## src/rtl/uart_echo_bridge.sv

```systemverilog
// UART rx->tx echo bridge: FIFO-buffered words, selectable transform, busy-handshaked
// transmit launch, plus rx/drop counters and a heartbeat LED divider.
module uart_echo_bridge #(
  parameter int DW      = 8,
  parameter int AW      = 4,
  parameter int CNT_W   = 16,
  parameter int HB_DIV  = 12_500_000,
  parameter int BUSY_TO = 16
) (
  input  logic             i_clk,
  input  logic             i_rst,
  input  logic [DW-1:0]    i_rx_dat,
  input  logic             i_rx_rdy,
  input  logic             i_tx_busy,
  input  logic [1:0]       i_mode,
  output logic [DW-1:0]    o_tx_dat,
  output logic             o_tx_en,
  output logic [AW:0]      o_fifo_level,
  output logic             o_overflow,
  output logic [CNT_W-1:0] o_rx_cnt,
  output logic [CNT_W-1:0] o_drop_cnt,
  output logic             o_hb_led
);

  // state     | meaning
  // S_IDLE    | wait for a queued word and an idle transmitter, then pop
  // S_LAUNCH  | transformed word registered; tx_en rises on leaving
  // S_WAIT_HI | tx_en cycle onward; wait up to BUSY_TO cycles for tx_busy
  // S_WAIT_LO | frame on the line; wait for tx_busy to drop

  localparam int DEPTH = 1 << AW;
  localparam int HB_W  = $clog2(HB_DIV);
  localparam int TO_W  = $clog2(BUSY_TO + 1);

  localparam logic [1:0] M_UPPER  = 2'b01;
  localparam logic [1:0] M_INVERT = 2'b10;
  localparam logic [1:0] M_MUTE   = 2'b11;

  typedef enum logic [1:0] {S_IDLE, S_LAUNCH, S_WAIT_HI, S_WAIT_LO} state_t;

  state_t           r_state;
  logic [DW-1:0]    r_mem [DEPTH];
  logic [AW-1:0]    r_wr_ptr;
  logic [AW-1:0]    r_rd_ptr;
  logic [AW:0]      r_level;
  logic [TO_W-1:0]  r_to_cnt;
  logic [HB_W-1:0]  r_hb_cnt;
  logic             r_hb_led;
  logic [DW-1:0]    r_tx_dat;
  logic             r_tx_en;
  logic             r_overflow;
  logic [CNT_W-1:0] r_rx_cnt;
  logic [CNT_W-1:0] r_drop_cnt;

  logic             w_pop;
  logic             w_full;
  logic             w_wr;
  logic             w_drop;
  logic [DW-1:0]    w_head;
  logic [DW-1:0]    w_xform;

  // A full FIFO still accepts a write when the head is popped in the same cycle.
  assign w_pop  = (r_state == S_IDLE) && (r_level != '0) && !i_tx_busy;
  assign w_full = (r_level == (AW+1)'(DEPTH));
  assign w_wr   = i_rx_rdy && (!w_full || w_pop);
  assign w_drop = i_rx_rdy && !w_wr;
  assign w_head = r_mem[r_rd_ptr];

  always_comb begin
    w_xform = w_head;
    case (i_mode)
      M_UPPER: begin
        if ((w_head >= DW'(8'h61)) && (w_head <= DW'(8'h7A)))
          w_xform = w_head - DW'(8'h20);
      end
      M_INVERT: w_xform = ~w_head;
      default:  w_xform = w_head;
    endcase
  end

  always_ff @(posedge i_clk) begin
    if (!i_rst && w_wr)
      r_mem[r_wr_ptr] <= i_rx_dat;
  end

  always_ff @(posedge i_clk) begin
    if (i_rst) begin
      r_wr_ptr   <= '0;
      r_rd_ptr   <= '0;
      r_level    <= '0;
      r_rx_cnt   <= '0;
      r_drop_cnt <= '0;
      r_overflow <= 1'b0;
    end else begin
      if (w_wr) begin
        r_wr_ptr <= r_wr_ptr + AW'(1);
        r_rx_cnt <= r_rx_cnt + CNT_W'(1);
      end
      if (w_pop)
        r_rd_ptr <= r_rd_ptr + AW'(1);
      if (w_wr && !w_pop)
        r_level <= r_level + (AW+1)'(1);
      else if (!w_wr && w_pop)
        r_level <= r_level - (AW+1)'(1);
      if (w_drop) begin
        r_overflow <= 1'b1;
        if (r_drop_cnt != '1)
          r_drop_cnt <= r_drop_cnt + CNT_W'(1);
      end
    end
  end

  always_ff @(posedge i_clk) begin
    if (i_rst) begin
      r_state  <= S_IDLE;
      r_tx_dat <= '0;
      r_tx_en  <= 1'b0;
      r_to_cnt <= '0;
    end else begin
      r_tx_en <= 1'b0;
      case (r_state)
        S_IDLE: begin
          // MUTE consumes the word but leaves tx_dat and the state untouched
          if (w_pop && (i_mode != M_MUTE)) begin
            r_tx_dat <= w_xform;
            r_state  <= S_LAUNCH;
          end
        end
        S_LAUNCH: begin
          r_tx_en  <= 1'b1;
          r_to_cnt <= TO_W'(BUSY_TO);
          r_state  <= S_WAIT_HI;
        end
        S_WAIT_HI: begin
          if (i_tx_busy)
            r_state <= S_WAIT_LO;
          else if (r_to_cnt <= TO_W'(1))
            r_state <= S_IDLE;
          else
            r_to_cnt <= r_to_cnt - TO_W'(1);
        end
        S_WAIT_LO: begin
          if (!i_tx_busy)
            r_state <= S_IDLE;
        end
        default: r_state <= S_IDLE;
      endcase
    end
  end

  always_ff @(posedge i_clk) begin
    if (i_rst) begin
      r_hb_cnt <= HB_W'(HB_DIV - 1);
      r_hb_led <= 1'b1;
    end else if (r_hb_cnt == '0) begin
      r_hb_cnt <= HB_W'(HB_DIV - 1);
      r_hb_led <= ~r_hb_led;
    end else begin
      r_hb_cnt <= r_hb_cnt - HB_W'(1);
    end
  end

  assign o_tx_dat     = r_tx_dat;
  assign o_tx_en      = r_tx_en;
  assign o_fifo_level = r_level;
  assign o_overflow   = r_overflow;
  assign o_rx_cnt     = r_rx_cnt;
  assign o_drop_cnt   = r_drop_cnt;
  assign o_hb_led     = r_hb_led;

endmodule

```

## config.mk

```make
export PLATFORM = sky130hd
export DESIGN_NAME = uart_echo_bridge
export DESIGN_NICKNAME = d
export VERILOG_FILES = /design/src/rtl/uart_echo_bridge.sv
export SDC_FILE = /design/constraint.sdc
export NUM_CORES = 1
export LEC_CHECK = 0
export BUFFER_PORTS_ARGS = -buffer_cell sky130_fd_sc_hd__buf_4
export CAP_MARGIN = 10
export CORE_MARGIN = 2
export CORE_UTILIZATION = 45
export DETAILED_ROUTE_END_ITERATION = 16
export PLACE_DENSITY = 0.59
export SLEW_MARGIN = 10
export SYNTH_ARGS = -nofsm -noshare
export SYNTH_HDL_FRONTEND = slang
export SYNTH_SLANG_ARGS = --single-unit
```

## constraint.sdc

```tcl
create_clock -name i_clk -period 6 [get_ports i_clk]
set_input_delay 0.3 -clock i_clk [delete_from_list [all_inputs] [get_ports i_clk]]
set_output_delay 0.3 -clock i_clk [all_outputs]
set_load 0.05 [all_outputs]
```

# Yosys cells after proc, flatten, opt, wreduce, memory -nomap -nowiden
# Memories as Yosys holds them, arrays and structs flattened. A register that Yosys moved wholly into a read port is not among the register bits.
# Index checks and enable logic that the tools add are counted.
# totals
inputBits	14
n_memories	1
ramBits	128
out_inout_bits	48
elab_cells	82
regBits	87
# classes
n_reduce_logical	25
add_sub_neg	9
n_eq_ne	13
bitwise	2
n_lt_le_gt_ge	3
n_mux	17
# memory_table
name	depth	width	rd	rd_ports_with_merged_regs	wr	line	rtl
r_mem	16	8	1	1	1	42	logic [DW-1:0] r_mem [DEPTH];
# ops
cell	n
16-bit by 1-bit adder with 16-bit output, second input constant	2
24-bit zero test	1
24-bit by 1-bit subtractor with 24-bit output, second input constant	1
5-bit 2-to-1 mux	4
16-bit inequality test, second input constant	1
8-bit one-hot mux with 2 select lines	1
5-bit one-hot mux with 2 select lines	1
5-bit by 1-bit subtractor with 5-bit output, second input constant	2
1-bit logical AND	9
4-bit by 1-bit adder with 4-bit output, second input constant	2
8-bit by 7-bit greater-or-equal comparator with 1-bit output, second input constant	1
8-bit by 7-bit less-or-equal comparator with 1-bit output, second input constant	1
2-bit 2-to-1 mux	4
4-bit 2-to-1 mux	2
8-bit 2-to-1 mux	1
2-bit inequality test, second input constant	4
8-bit NOT	1
2-bit one-hot mux with 4 select lines	1
8-bit by 6-bit subtractor with 8-bit output, second input constant	1
2-bit equality test, second input constant	3
3-bit AND reduction	2
5-bit by 1-bit adder with 5-bit output, second input constant	1
5-bit equality test, second input constant	1
5-bit by 1-bit less-or-equal comparator with 1-bit output, second input constant	1
other kinds (12)	21

# Logic depth before layout (Yosys ltp)
# Gate-level depths: netlist of run 1.
# depth
word_depth	9
ltp_mapped	12
depth_no_buf	12

# Worst setup path before layout of run 1
# Ideal clock, no wire load.
# synth_path
kind	reg2reg
start	register r_level[0], in the netlist o_fifo_level[0]
end	register r_level[4], in the netlist o_fifo_level[4]
n_path_buf	1
setup_ns	0.070
period_less_slack_ns	3.221
arrival_ns	3.150
stages_incl_launch_ff	12
path_slack_ns	2.779
required_time_ns	5.930
cell_sequence	dfxtp_1 > nor4_1 > a31oi_1 > clkbuf_1 > ha_1 > inv_1 > fa_1 > a21o_1 > a21oi_1 > xnor2_1 > or3_1 > a21oi_1
# synth_via
elab_chain_cells	8
elab_cells_between_ends	16
classes_between	add/sub (2); eq/ne (1); mux (2); reduce/logical (11)
# synth_lines
element	line	rtl
start, declared	45	logic [AW:0] r_level;
start signal, assigned	102	r_level <= r_level + (AW+1)'(1);
start signal, assigned	104	r_level <= r_level - (AW+1)'(1);
parallel branches: the longest is 8 deep, another holds 5-bit by 1-bit subtractor with 5-bit output	n/a	
# Parallel ways; which one is timed is not known. The select of a mux whose other input is x is not followed.
# A chain may end at the register's enable or synchronous reset.

# Final worst setup path of run 1
# Same ends and word-level chain as after synthesis.

==> results of run 1 <==
==> logic make-up after synthesis <==
family	after synthesis	share of synthesized area
AOI/OAI and AO/OA	64	0.0482
xor gates and xnor gates	59	0.0565
adders and majority gates	19	0.0268
buffers and inverters	41	0.0209
DFF	219	0.620
muxes	46	0.100
and+or+nand+nor	244	0.128
==> power by group <==
group	internal (mW)	leakage [nW]	switching [mW]
Combinational	0.297	1.35	0.413
Clock	0.812	0.360	0.567
Sequential	1.65	1.89	0.0724
Total	2.76	3.60	1.05
==> per-layer routing <==
layer,global-route usage,vias up,share of wire
met4,0.0549,0,0.026
met1,0.230,2712,0.45
met5,0,-,0
met3,0.0266,28,0.037
met2,0.295,115,0.48
li1,-,2665,-
==> synthesized netlist by cell type (7+ instances only) <==
master	n	area, µm²
mux4_2	36	811
or3_1	9	56.3
xnor2_1	29	254
a21oi_1	23	115
nand2_1	53	199
edfxtp_1	128	3840
xor2_1	30	263
nand3_1	21	105
mux2i_1	7	70.1
nor2_1	96	360
nor3_1	14	70.1
o21ai_0	12	60.1
nor4_1	7	43.8
clkbuf_1	14	52.6
nand4_1	7	43.8
nor3_2	7	70.1
ha_1	18	225
dfxtp_1	91	1820
inv_1	15	56.3
==> how the worst max path moves through the flow <==
stage | cells past startpoint | to | from
floorplan | 11 | o_fifo_level[4] | o_fifo_level[0]
global placement | 11 | o_fifo_level[4] | o_fifo_level[0]
detailed placement | 11 | o_fifo_level[4] | o_fifo_level[0]
CTS | 11 | o_fifo_level[4] | o_fifo_level[0]
global route | 11 | o_fifo_level[4] | o_fifo_level[0]
finish | 11 | o_fifo_level[4] | o_fifo_level[0]
==> sequential cells by signal, indices dropped and copies added (netlist names), named ones only <==
signal        count
r_mem           128
o_drop_cnt       16
r_hb_cnt         24
r_rd_ptr          4
o_hb_led          1
o_tx_en           1
r_to_cnt          5
o_fifo_level      5
o_rx_cnt         16
o_overflow        1
r_state           2
o_tx_dat          8
r_wr_ptr          4
==> worst reg2reg max path, delay by kind of cell, from the launching register on <==
family	cells	cell delay, ps
AND/OR/NAND/NOR	2	820
buffers and inverters	2	280
XOR/XNOR	1	90
AO/OA/AOI/OAI	4	750
adder cells (fa/ha/maj)	2	620
flip-flops	1	380
==> final cells by class <==
class | instances | area, µm²
inverter | 17 | 63.8
tap | 270 | 338
multi-input combinational | 432 | 3290
clock inverter | 10 | 82.6
timing repair buffer | 65 | 488
fill | 1674 | 9520
sequential | 219 | 5670
clock buffer | 32 | 661
==> metrics by stage <==
| step | std cells | utilization |
|---|---|---|
| 2_1_floorplan | 692 | - |
| 3_3_place_gp | 1003 | 0.490 |
| 3_5_place_dp | 1003 | 0.490 |
| 4_1_cts | 1045 | 0.527 |
| 5_1_grt | 1045 | 0.527 |
| 6_report | 1045 | 0.527 |
==> results_dict.tcl, run 1 <==
set metrics [dict create \
    num_vias 5520 \
    ys_warn_count 0 \
    vdd_drop_max_mv 0.225 \
    grt_overflow 0 \
    cts_hold_buf 0 \
    syn_to_final_growth_pct 15.8 \
    path_cells "nor4_1 -> a21oi_1 -> inv_2 -> ha_1 -> inv_1 -> fa_1 -> a21o_1 -> a21oi_1 -> xnor2_1 -> or3_1 -> a21oi_1" \
    crit_top_cell "a21oi_1" \
    grt_pass1_wl_mm 29.4 \
    post-cts-setup-buffers 0 \
    worstPathRequired_ps 6430 \
    setup_viol 0 \
    synth.avg_cell_area_um2 13.2 \
    dp.final_hpwl_mm 12.2 \
    die-area_um2 21500 \
    antenna_found_initial 0 \
    synth.distinct_cells 58 \
    rsz0062_at_grt "no" \
    clk_pin_slew_ps 60 \
    insertion_delay_ps 520 \
    r2r_end "o_fifo_level[4]" \
    path_buf_inv 2 \
    rrSetupSlack_ps 2980 \
    grt_max_degree 69 \
    clkSinkCount 219 \
    coreArea_um2 20100 \
    syn-cell-area_um2 9150 \
    drt-total-wl_mm 18.3 \
    crit_type "reg2reg" \
    outcome "completed" \
    wire_per_inst_um 17.5 \
    cts_inserted_buffers 24 \
    power_mw 3.81 \
    synthFlopType "edfxtp_1" \
    grt_pass1_vias 5513 \
    min_path_type "in2reg" \
    critical-path-slowest-cell "nor4_1" \
    die_h_um 147 \
    cts_resized 0 \
    crit_path_max_fanout 8 \
    track_usage 0.173 \
    ys_seq_area_frac 0.620 \
    final.setup.worst_slack_ps 2980 \
    finalCriticalPeriod_ps 3020 \
    root_buffer "clkbuf_16" \
    layout_common_cells "edfxtp_1 (128), nor2_1 (96), dfxtp_1 (89), buf_4 (65), nand2_1 (53)" \
    globalplace.congestion 0.773 \
    drt-pass1-iter-count 5 \
    crit_path_end_kind "flop" \
    hold_ws_ps 62.3 \
    synth_fp_nets 725 \
    hold_violations 0 \
    skew_ps 14.7 \
    drive_above_1_share 0.200 \
    hold_end "r_state[0]" \
    drtAntennaViolNets 0 \
    core.rowCount 52 \
    min_from "i_tx_busy" \
    final_common_cell "edfxtp_1" \
    fin_crit_sh 0.503 \
    drt_iter0_drc 342 \
    fmax_mhz 332 \
    io_pins 62 \
    htreeDepth 1 \
    portBuffers 61 \
    stdcell_area_um2 10600 \
    synthCells 692 \
    drc 0 \
    r2r_start "o_fifo_level[0]" \
    p_leak_nw 3.60 \
    tns_ps 0 \
    drt-vias-per-instance 5.28 \
    placed_cell_area_um2 9850 \
    n_antenna_cell 0 \
    slew_headroom 0.352 \
    clock_path_buffers 3 \
    cap_violations 0 \
    arrival_ps 3450 \
    synth-edff-count 128 \
    crit_path_start_kind "flop" \
    final_nets 792 \
    post-place-ws_ps 3030 \
    drv_slew 0 \
    r2r.worst_path.cells 11 \
    worst_path_dominant_cell_family "simple AND/OR/NAND/NOR gates" \
    synth-async-reset-ratio 0 \
    tightest_slew_ps 969 \
    yosys_register_bits 219 \
    initial_core_util 0.455 \
    power_density_nw_per_um2 360 \
    max_stage_delay_ps 520 \
    holdPathStages 3 \
    die_w_um 147 \
    cts_tree "built" \
]
(Power assumes the default switching activity.)
==> run 2: changes to the inputs <==
--- a/config.mk
+++ b/config.mk
@@ -10,7 +10,7 @@
 export CORE_MARGIN = 2
 export CORE_UTILIZATION = 45
 export DETAILED_ROUTE_END_ITERATION = 16
-export PLACE_DENSITY = 0.59
+export PLACE_DENSITY = 0.62
 export SLEW_MARGIN = 10
 export SYNTH_ARGS = -nofsm -noshare
 export SYNTH_HDL_FRONTEND = slang
==> constraint.sdc (replaced) <==
create_clock -name i_clk -period 2.6 [get_ports i_clk]
set_input_delay 0.13 -clock i_clk [delete_from_list [all_inputs] [get_ports i_clk]]
set_output_delay 0.13 -clock i_clk [all_outputs]
set_load 0.05 [all_outputs]
==> run 2 against run 1 <==
First-iteration DRC count rose by 13%. Design area is 4.2% higher. Sequential share of layout area fell by 2.1 points. Core utilization increased by 2.2 points. Register-to-register slack got worse by 2800 ps. Hold slack gained 1.1 ps. Critical path depth is 1 higher. Wire length shrank 1.1%. Clock skew decreased by 5.1 ps. Largest cell class unchanged. Highest routed layer unchanged.
==> results_dict.tcl, run 2 (synthesis results as in run 1) <==
set metrics [dict create \
    portBuffers 61 \
    fmax_mhz 411 \
    regMostFlops "r_mem" \
    slew_headroom 0.567 \
    die-area_um2 21500 \
    skew_ps 9.64 \
    track_usage 0.171 \
    outcome "completed" \
    rsz0062_at_grt "no" \
    die_w_um 147 \
    tns_ps 0 \
    htreeDepth 1 \
    drt_iter0_drc 388 \
    final_common_cell "edfxtp_1" \
    insertion_delay_ps 500 \
    final.setup.worst_slack_ps 167 \
    die_h_um 147 \
    globalplace.congestion 0.785 \
    drive_above_1_share 0.239 \
    layout_common_cells "edfxtp_1 (128), nor2_1 (96), buf_4 (89), dfxtp_1 (85), nand2_1 (53)" \
    cts_inserted_buffers 24 \
    arrival_ps 2860 \
    wire_per_inst_um 16.7 \
    coreArea_um2 20100 \
    fillers 1643 \
    final_nets 827 \
    initial_core_util 0.455 \
    min_path_type "in2reg" \
    p_leak_nw 3.82 \
    drv_slew 0 \
    drtAntennaViolNets 0 \
    cts_resized 0 \
    core.rowCount 52 \
    grt_overflow 0 \
    cts_tree "built" \
    largest_register_ff_count 128 \
    n_antenna_cell 0 \
    syn_to_final_growth_pct 20.7 \
    power_density_nw_per_um2 838 \
    num_vias 5683 \
    drt-total-wl_mm 18.1 \
    power_mw 9.25 \
    crit_path_start_kind "input pin" \
    crit_path_max_fanout 4 \
    dp.final_hpwl_mm 12.2 \
    crit_type "in2reg" \
    vdd_drop_max_mv 0.541 \
    crit_path_end_kind "flop" \
    grt_max_degree 43 \
    clk_pin_slew_ps 60 \
    fin_crit_sh 0.936 \
    antenna_found_initial 0 \
    io_pins 62 \
    clock_path_buffers 3 \
    finalCriticalPeriod_ps 2430 \
    post-place-ws_ps 187 \
    tightest_slew_ps 648 \
    grt_pass1_vias 5756 \
    drt-pass1-iter-count 4 \
    drc 0 \
    worstPathRequired_ps 3030 \
    cap_violations 0 \
    grt_pass1_wl_mm 29.6 \
    drt-vias-per-instance 5.25 \
    clkSinkCount 219 \
    top_regs "r_mem x128, r_hb_cnt x24" \
    setup_viol 0 \
    hold_violations 0 \
    root_buffer "clkbuf_16" \
]
run 2: routing by layer:
metal / track usage / up-vias / part of all wire
li1: - / 2743 / -
met1: 0.229 / 2783 / 0.44
met2: 0.291 / 127 / 0.49
met3: 0.0284 / 30 / 0.044
met4: 0.0471 / 0 / 0.021
met5: 0 / - / 0
run 2: critical path: stages:
cell	delay, ps
dlygate4sd3_1	550
buf_4	150
or3_4	410
a31oi_4	230
ha_4	170
inv_2	60
fa_2	350
a21o_1	170
a21oi_2	150
xnor2_1	80
or3_1	300
a21oi_1	120
run 2: area by class of cell:
cell class                 count  area, µm²  share of cell area
inverter                      17       63.8             0.00578
multi-input combinational    432       3350               0.303
tap                          270        338              0.0306
clock inverter                 5       98.8             0.00896
clock buffer                  39        718              0.0651
sequential                   219       5670               0.514
timing repair buffer         100        798              0.0723
run 2: power by group:
part / internal [mW] / total [mW] / leakage [nW] / switching (mW)
Sequential: 3.81 / 3.96 / 1.89 / 0.142
Clock: 2.18 / 3.44 / 0.397 / 1.27
Combinational: 0.809 / 1.85 / 1.53 / 1.04
Total: 6.80 / 9.25 / 3.82 / 2.45
run 2: final timing paths:
check               from              end  slack, ps  cells past startpoint
max            i_tx_busy  o_fifo_level[4]        170                     12
min reg2reg  r_hb_cnt[0]      r_hb_cnt[0]        410                      1
max reg2reg         flop      o_tx_dat[6]        180                      6
min                i_rst      r_to_cnt[1]         60                      2
run 2: timing repair:
action                                  in CTS  in global routing
endpoints found under the setup margin       0                  1
endpoints found under the hold margin      129                  0
hold buffers                                 9                  0
setup buffers                                0                  1
run 2: metrics by stage:
step | hold WS [ps] | cell area, µm² | util | instances
CTS | 42.4 | 11000 | 0.549 | 1081
finish | 63.4 | 11000 | 0.549 | 1082
detailed placement | 397 | 10100 | 0.503 | 1028
global route | 63.8 | 11000 | 0.549 | 1082
global placement | 396 | 10100 | 0.503 | 1028
floorplan | 229 | 9220 | - | 692
